### src/rtl/alu_seq.sv
`default_nettype none
// ============================================================================
// Module   : alu_seq
// Purpose  : Handshaked sequencer in front of a combinational ALU; iterates
//            multi-bit shifts as repeated 1-bit ALU shifts.
// Revision : 1.0 - initial release
// ============================================================================
module alu_seq #(
    parameter int WIDTH = 8,
    parameter int CNTW  = 4
) (
    input  logic             clk,
    input  logic             rst_n,
    input  logic             req_valid,
    output logic             req_ready,
    input  logic [3:0]       req_op,
    input  logic [WIDTH-1:0] req_a,
    input  logic [WIDTH-1:0] req_b,
    output logic             resp_valid,
    input  logic             resp_ready,
    output logic [WIDTH-1:0] resp_data,
    output logic [3:0]       resp_flags,
    output logic             resp_err,
    output logic [2:0]       alu_op,
    output logic [WIDTH-1:0] alu_a,
    output logic [WIDTH-1:0] alu_b,
    input  logic [WIDTH-1:0] alu_result,
    input  logic [3:0]       alu_flags,
    output logic             busy
);

    localparam logic [1:0] c_idle  = 2'd0;
    localparam logic [1:0] c_exec  = 2'd1;
    localparam logic [1:0] c_shift = 2'd2;
    localparam logic [1:0] c_resp  = 2'd3;

    localparam logic [3:0]       c_op_shln  = 4'd8;
    localparam logic [3:0]       c_op_shrn  = 4'd9;
    localparam logic [2:0]       c_alu_or   = 3'd3;
    localparam logic [2:0]       c_alu_shl1 = 3'd6;
    localparam logic [2:0]       c_alu_shr1 = 3'd7;
    localparam logic [WIDTH-1:0] c_width_b  = WIDTH'(WIDTH);
    localparam logic [CNTW-1:0]  c_width_n  = CNTW'(WIDTH);

    logic [1:0]       r_state;
    logic [1:0]       w_state_next;
    logic [3:0]       r_op;
    logic [WIDTH-1:0] r_a;
    logic [WIDTH-1:0] r_b;
    logic [WIDTH-1:0] r_acc;
    logic [CNTW-1:0]  r_count;
    logic             r_resp_valid;
    logic [WIDTH-1:0] r_resp_data;
    logic [3:0]       r_resp_flags;
    logic             r_resp_err;

    logic             w_illegal;
    logic             w_is_shift;
    logic [CNTW-1:0]  w_shift_cnt;

    assign w_illegal   = (req_op > c_op_shrn);
    assign w_is_shift  = (req_op == c_op_shln) || (req_op == c_op_shrn);
    // Any count of WIDTH or more empties the operand, so clamp it there.
    assign w_shift_cnt = (req_b >= c_width_b) ? c_width_n : req_b[CNTW-1:0];

    always_ff @(posedge clk or negedge rst_n) begin
        if (!rst_n) begin
            r_state <= c_idle;
        end else begin
            r_state <= w_state_next;
        end
    end

    always_comb begin
        w_state_next = r_state;
        case (r_state)
            c_idle: begin
                if (req_valid) begin
                    if (w_illegal)       w_state_next = c_resp;
                    else if (w_is_shift) w_state_next = c_shift;
                    else                 w_state_next = c_exec;
                end
            end
            c_exec:  w_state_next = c_resp;
            c_shift: begin
                if (r_count <= CNTW'(1)) w_state_next = c_resp;
            end
            c_resp: begin
                if (resp_ready) w_state_next = c_idle;
            end
            default: w_state_next = c_idle;
        endcase
    end

    always_comb begin
        alu_op    = 3'd0;
        alu_a     = '0;
        alu_b     = '0;
        req_ready = (r_state == c_idle);
        busy      = (r_state != c_idle);
        case (r_state)
            c_exec: begin
                alu_op = r_op[2:0];
                alu_a  = r_a;
                alu_b  = r_b;
            end
            c_shift: begin
                // A zero count still makes one ALU pass so the flags describe a.
                if (r_count == '0) begin
                    alu_op = c_alu_or;
                    alu_a  = r_a;
                    alu_b  = r_a;
                end else begin
                    alu_op = (r_op == c_op_shrn) ? c_alu_shr1 : c_alu_shl1;
                    alu_a  = r_acc;
                end
            end
            default: ;
        endcase
    end

    always_ff @(posedge clk or negedge rst_n) begin
        if (!rst_n) begin
            r_op         <= '0;
            r_a          <= '0;
            r_b          <= '0;
            r_acc        <= '0;
            r_count      <= '0;
            r_resp_valid <= 1'b0;
            r_resp_data  <= '0;
            r_resp_flags <= '0;
            r_resp_err   <= 1'b0;
        end else begin
            case (r_state)
                c_idle: begin
                    if (req_valid) begin
                        r_op    <= req_op;
                        r_a     <= req_a;
                        r_b     <= req_b;
                        r_acc   <= req_a;
                        r_count <= w_shift_cnt;
                        if (w_illegal) begin
                            r_resp_valid <= 1'b1;
                            r_resp_err   <= 1'b1;
                            r_resp_data  <= '0;
                            r_resp_flags <= '0;
                        end
                    end
                end
                c_exec: begin
                    r_resp_valid <= 1'b1;
                    r_resp_err   <= 1'b0;
                    r_resp_data  <= alu_result;
                    r_resp_flags <= alu_flags;
                end
                c_shift: begin
                    if (r_count != '0) begin
                        r_acc   <= alu_result;
                        r_count <= r_count - CNTW'(1);
                    end
                    if (r_count <= CNTW'(1)) begin
                        r_resp_valid <= 1'b1;
                        r_resp_err   <= 1'b0;
                        r_resp_data  <= alu_result;
                        r_resp_flags <= alu_flags;
                    end
                end
                c_resp: begin
                    if (resp_ready) r_resp_valid <= 1'b0;
                end
                default: ;
            endcase
        end
    end

    assign resp_valid = r_resp_valid;
    assign resp_data  = r_resp_data;
    assign resp_flags = r_resp_flags;
    assign resp_err   = r_resp_err;

endmodule
`default_nettype wire
### config.mk
export PLATFORM = sky130hd
export DESIGN_NAME = alu_seq
export DESIGN_NICKNAME = d
export VERILOG_FILES = /design/src/rtl/alu_seq.sv
export SDC_FILE = /design/constraint.sdc
export NUM_CORES = 1
export LEC_CHECK = 0
export BUFFER_PORTS_ARGS = -buffer_cell sky130_fd_sc_hd__buf_2
export CAP_MARGIN = 20
export CORE_MARGIN = 2
export CORE_UTILIZATION = 42
export DETAILED_ROUTE_END_ITERATION = 8
export PLACE_DENSITY = 0.66
export SLEW_MARGIN = 20
export SYNTH_ARGS = -nofsm -noshare
export SYNTH_HDL_FRONTEND = slang
export SYNTH_SLANG_ARGS = --single-unit
### constraint.sdc
create_clock -name clk -period 1.5 [get_ports clk]
set_input_delay 0.15 -clock clk [delete_from_list [all_inputs] [get_ports clk]]
set_output_delay 0.15 -clock clk [all_outputs]
set_load 0.1 [all_outputs]
Word-level counts from Yosys, hierarchy flattened
Cells that the tools add are included.
{"block": "word_totals", "inputBits": 36, "memories": 0, "ramBits": 0, "latch_bits": 0, "romBits": 0, "out_inout_bits": 35, "regBits": 48, "wordCells": 72}
{"block": "classes", "shift": 0, "n_div": 0, "reduce_logical": 12, "n_bitwise": 0, "multipliers": 0, "n_eq_ne": 11, "order_cmp": 3, "n_addsub": 1, "mux": 35}
{"cell": "$mux W8", "n": 7}
{"cell": "$pmux W8 S2", "n": 3}
{"cell": "$mux W4", "n": 6}
{"cell": "$pmux W8 S3", "n": 1}
{"cell": "$eq A4 B4 Y1 const B", "n": 3}
{"cell": "$pmux W4 S3", "n": 1}
{"cell": "$mux W2", "n": 5}
{"cell": "$ge A8 B4 Y1 const B", "n": 1}
{"cell": "$ne A2 B2 Y1 const B", "n": 4}
{"cell": "$pmux W2 S4", "n": 1}
{"cell": "$pmux W4 S2", "n": 1}
{"cell": "$reduce_and A4 Y1", "n": 2}
{"cell": "$mux W1", "n": 6}
{"cell": "$pmux W3 S2", "n": 1}
{"cell": "$reduce_and A3 Y1", "n": 2}
{"cell": "$eq A2 B2 Y1 const B", "n": 2}
{"cell": "$gt A4 B4 Y1 const B", "n": 1}
{"cell": "$le A4 B1 Y1 const B", "n": 1}
{"cell": "$logic_not A4 Y1", "n": 1}
{"cell": "$pmux W1 S4", "n": 1}
{"cell": "$reduce_bool A2 Y1", "n": 2}
{"cell": "$reduce_bool A4 Y1", "n": 1}
{"cell": "$sub A4 B1 Y4 const B", "n": 1}
{"cell": "$mux W3", "n": 1}
{"cell": "7 further kinds", "n": 7}

Logic depth before layout (Yosys ltp)
{"block": "logic_depth", "ltp_word": 6, "mapped_depth": 8, "depth_no_buf": 6}

Worst setup path before layout
No wires, ideal clock.
{"block": "synth_path", "kind": "flip-flop to flip-flop", "start": "register r_state[0]", "end": "register r_state[0]", "arrival_ns": 2.896, "n_path_buf": 0, "setup_time_ns": 0.125, "required_ns": 1.375, "period_less_slack_ns": 3.021, "stages_incl_launch_ff": 6, "slack_ns": -1.521, "cell_sequence": "dfrtp_1 > inv_1 > ha_1 > inv_1 > o221ai_2 > mux2_4"}
{"block": "synth_via", "elab_chain_cells": 3, "word_cells_on_any_way": 9, "cone_classes": "6 x eq/ne; 1 x mux; 2 x reduce/logical"}
{"item": "start: declaration", "line_no": "45", "rtl": "logic [1:0] r_state;"}
{"item": "start signal: assignment", "line_no": "68", "rtl": "r_state <= c_idle;"}
{"item": "start signal: assignment", "line_no": "70", "rtl": "r_state <= w_state_next;"}
{"item": "$logic_not A2 Y1 (*)"}
{"item": "net req_ready", "line_no": "15", "rtl": "output logic req_ready,"}
{"item": "$ne A2 B2 Y1 (no source line)"}
{"item": "$reduce_and A3 Y1 (no source line)"}
The timed path passes the listed nets; every way through them passes the cells marked *.
A chain may end at the register's enable or synchronous reset.

Worst setup path in the final report
{"block": "layout_path", "start": "register r_count[1]", "end": "output alu_a[0]"}
{"block": "layout_via", "elab_chain_cells": 3}
{"item": "start: declaration", "line_no": "51", "rtl": "logic [CNTW-1:0] r_count;"}
{"item": "start signal: assignment", "line_no": "141", "rtl": "r_count <= w_shift_cnt;"}
{"item": "start signal: assignment", "line_no": "159", "rtl": "r_count <= r_count - CNTW'(1);"}
{"item": "$logic_not A4 Y1", "line_no": "109", "rtl": "if (r_count == '0) begin"}
{"item": "$mux W8", "line_no": "109"}
{"item": "$pmux W8 S2", "line_no": "101", "rtl": "case (r_state)"}
{"item": "end: declaration", "line_no": "25", "rtl": "output logic [WIDTH-1:0] alu_a,"}
No other way between the ends.

==> results.cfg <==
[place]
dp_cells = 399
io_buffers = 70
hpwl_um = 5041
gp_congestion = 0.8662
dpl-instance-area_um2 = 3983

[drt]
routed_wl_um = 8716
routedWlPerCell_um = 20.32
post-route-drc-count = 0
drt-pass1-iter-count = 4
vias_per_cell = 5.529
route.vias.total = 2372
ant_nets = 0
drt-initial-drc-count = 197

[clock_tree]
clockBufferDepth = 2
clock_latency_ps = 310
cts-htree-levels = 2
cts.sinks = 48
cts_tree = built
cts_made_buffers = 5
root_buffer = clkbuf_8
path_clk_slew_ps = 100

[logic_synthesis]
synth-adder-area-share_pct = 3.719
synthSimpleGateAreaFrac_pct = 15.76
synthTopCellsByArea = dfrtp_1, mux2_2, a22oi_1, nor2b_1, o2bb2ai_1
synth_xor_area_share_pct = 0
ys.warnings.count = 0
synth_top_family_by_area = compound AO/OA/AOI/OAI gates
yosysSeqAreaShare_pct = 44.63
synthMuxAreaShare_pct = 14.27
synth_area_um2 = 2691
syn-instance-count = 229
ys_ff_latch = 48
synth_area_leader_cell = dfrtp_1
synth_compound_area_share_pct = 16.46
synth.distinct_cells = 39
syn_avg_cell_area_um2 = 11.75
synth_top_area_share_pct = 44.63
syn_nets = 273

[timing]
timing.fmax_mhz = 456.3
setup_ws_ps = -691.5
report.final.slew_viol_count = 0
rsz0062_at_grt = yes
setup-violations-final = 69
period_share_pct = 146.1
relSlewSlack_pct = 67.29
setup_tns_ps = -27660
hold_viol_final = 0
worst_slew_pin_slew_ps = 494.0
min_period_ps = 2191
fin_skew_ps = 6.644

[die]
die_h_um = 84.05
ios = 71
start_util_pct = 42.87
die_w_um = 84.05
coreArea_um2 = 6277
placementRows = 29
fp.dieArea_um2 = 7064

[global_route]
grt_max_degree = 49
grtUsageTotal_pct = 24.05
antenna_found_initial = 0
grt_pass1_wl_um = 13200
gr-total-overflow = 0
grt_pass1_vias = 2499

[final_layout]
final_util_pct = 75.44
stdcell_count = 429
drive_gt1_share_pct = 70.17
fillCellCount = 378
area_delta_synth_final_pct = 75.96
seqCellArea_um2 = 1201
nets = 395
fin_area_um2 = 4736
multi_input_area_um2 = 1891
diodes = 0

[critical_path]
arrival_ps = 2040
end_kind = primary output
crit_chain = inv_2 > ha_4 > nor4bb_4 > or2_4 > buf_12 > a22oi_2 > nor2b_4 > buf_12
crit_family = simple AND/OR/NAND/NOR gates
crit_path_max_fanout = 7
cp_common_cell = buf_12
cp_num_buf_inv = 3
worst_path_largest_cell_delay_ps = 400
cp-start-kind = flip-flop
worstSetupPathType = flip-flop to primary output
cpMaxStageDelayCell = dfrtp_1
required_ps = 1350

[run]
maxCapViolations = 0

[outcome]
violations = negative setup slack
status = finished with violations

[min_path]
min_path_type = input pin to flip-flop
[sequential cells by signal, summed over array words and instances (netlist names)]
signal      count
r_state         2
r_b             8
resp_data       8
r_acc           8
resp_flags      4
resp_valid      1
r_a             8
r_op            4
r_count         4
resp_err        1
[what timing repair did]
action / in CTS / in global routing
gates resized for setup: 61 / 23
pin swaps: 9 / 12
cloned: 4 / 2
endpoints found under the setup margin: 69 / 69
setup buffers: 13 / 7
hold buffers: 1 / 0
endpoints found under the hold margin: 48 / 0
[stage by stage]
stage / worst slack (ps) / hold WS [ps]
floorplan: -736.0 / -145.6
global placement: -297.8 / 158.7
detailed placement: -336.8 / 158.5
CTS: -568.4 / 75.25
global route: -765.6 / 70.19
finish: -691.5 / 81.58
[logic make-up (layout without fill, tap and decap cells)]
| group | after synthesis | count (layout) |
|---|---|---|
| adder cells (fa/ha/maj) | 8 | 8 |
| AO/OA/AOI/OAI | 53 | 53 |
| flip-flops | 48 | 48 |
| AND/OR/NAND/NOR | 62 | 63 |
| multiplexers | 34 | 34 |
| buffers and inverters | 24 | 146 |
[layout make-up]
type / count / area share, %
Clock buffer: 5 / 1.453
Timing Repair Buffer: 129 / 28.88
Multi-Input combinational cell: 158 / 39.92
Tap cell: 77 / 2.034
Inverter: 9 / 0.8983
Sequential cell: 48 / 25.36
Clock inverter: 3 / 1.453
[Yosys cell counts, drive strengths merged]
library cell and n:
a21boi 1, a21oi 14, a22oi 17, a31o 1, a31oi 1, a32oi 2, buf 10, clkbuf 5
dfrtp 48, ha 8, inv 9, mux2 22, mux2i 12, nand2 4, nand3 1, nand3b 14
nand4 2, nor2 18, nor2b 19, nor4 1, nor4bb 1, o2111ai 1, o21ai 1, o221ai 1
o2bb2ai 13, o31ai 1, or2 1, or3 1
[worst register-to-register path: cells and delay by family, from the launching register on]
family                     cells  cell delay (ps)
and+or+nand+nor                2              310
buffers and inverters          5              560
adders and majority gates      1              190
muxes                          1              210
DFF                            1              430
AOI/OAI and AO/OA              1              140
[routing by layer]
metal / track usage (%) / vias up / wire length, um
met1: 31.46 / 1195 / 3691
li1: - / 1077 / -
met4: 5.279 / 0 / 140
met5: 0 / - / 0
met3: 4.748 / 15 / 392
met2: 41.27 / 85 / 4492
[worst paths after layout]
path / from / to / slack (ps) / cells after the start
worst max register to register: r_state[1] / r_count[2] / -440 / 10
worst min-delay path: req_a[2] / r_a[2] / 80 / 2
worst min register to register: resp_flags[3] / resp_flags[3] / 490 / 1
max in group asynchronous: rst_n / r_state[0] / 920 / 3
min in group asynchronous: rst_n / r_b[4] / 350 / 3
worst max-delay path: r_count[1] / alu_a[0] / -690 / 8
[layout by cell type, fill, tap and decap left out, types with 2 or more instances in the layout]
cell,instances
mux2_4,22
inv_6,2
inv_2,3
bufinv_16,2
a21oi_2,12
buf_6,17
a21oi_4,2
ha_4,6
o2bb2ai_1,11
nand2_1,3
buf_2,49
nor2_4,11
o2bb2ai_2,2
inv_1,4
nand4_1,2
clkbuf_8,5
nor2b_4,19
buf_4,27
buf_16,3
nor2_2,2
dfrtp_1,48
nand3b_1,13
a32oi_1,2
ha_1,2
buf_8,2
a22oi_2,17
buf_12,29
nor2_1,5
mux2i_1,10
Power is left out: the tool's default activity adds up to more than one toggle a clock period on the data nets, which glitch-free logic cannot reach.
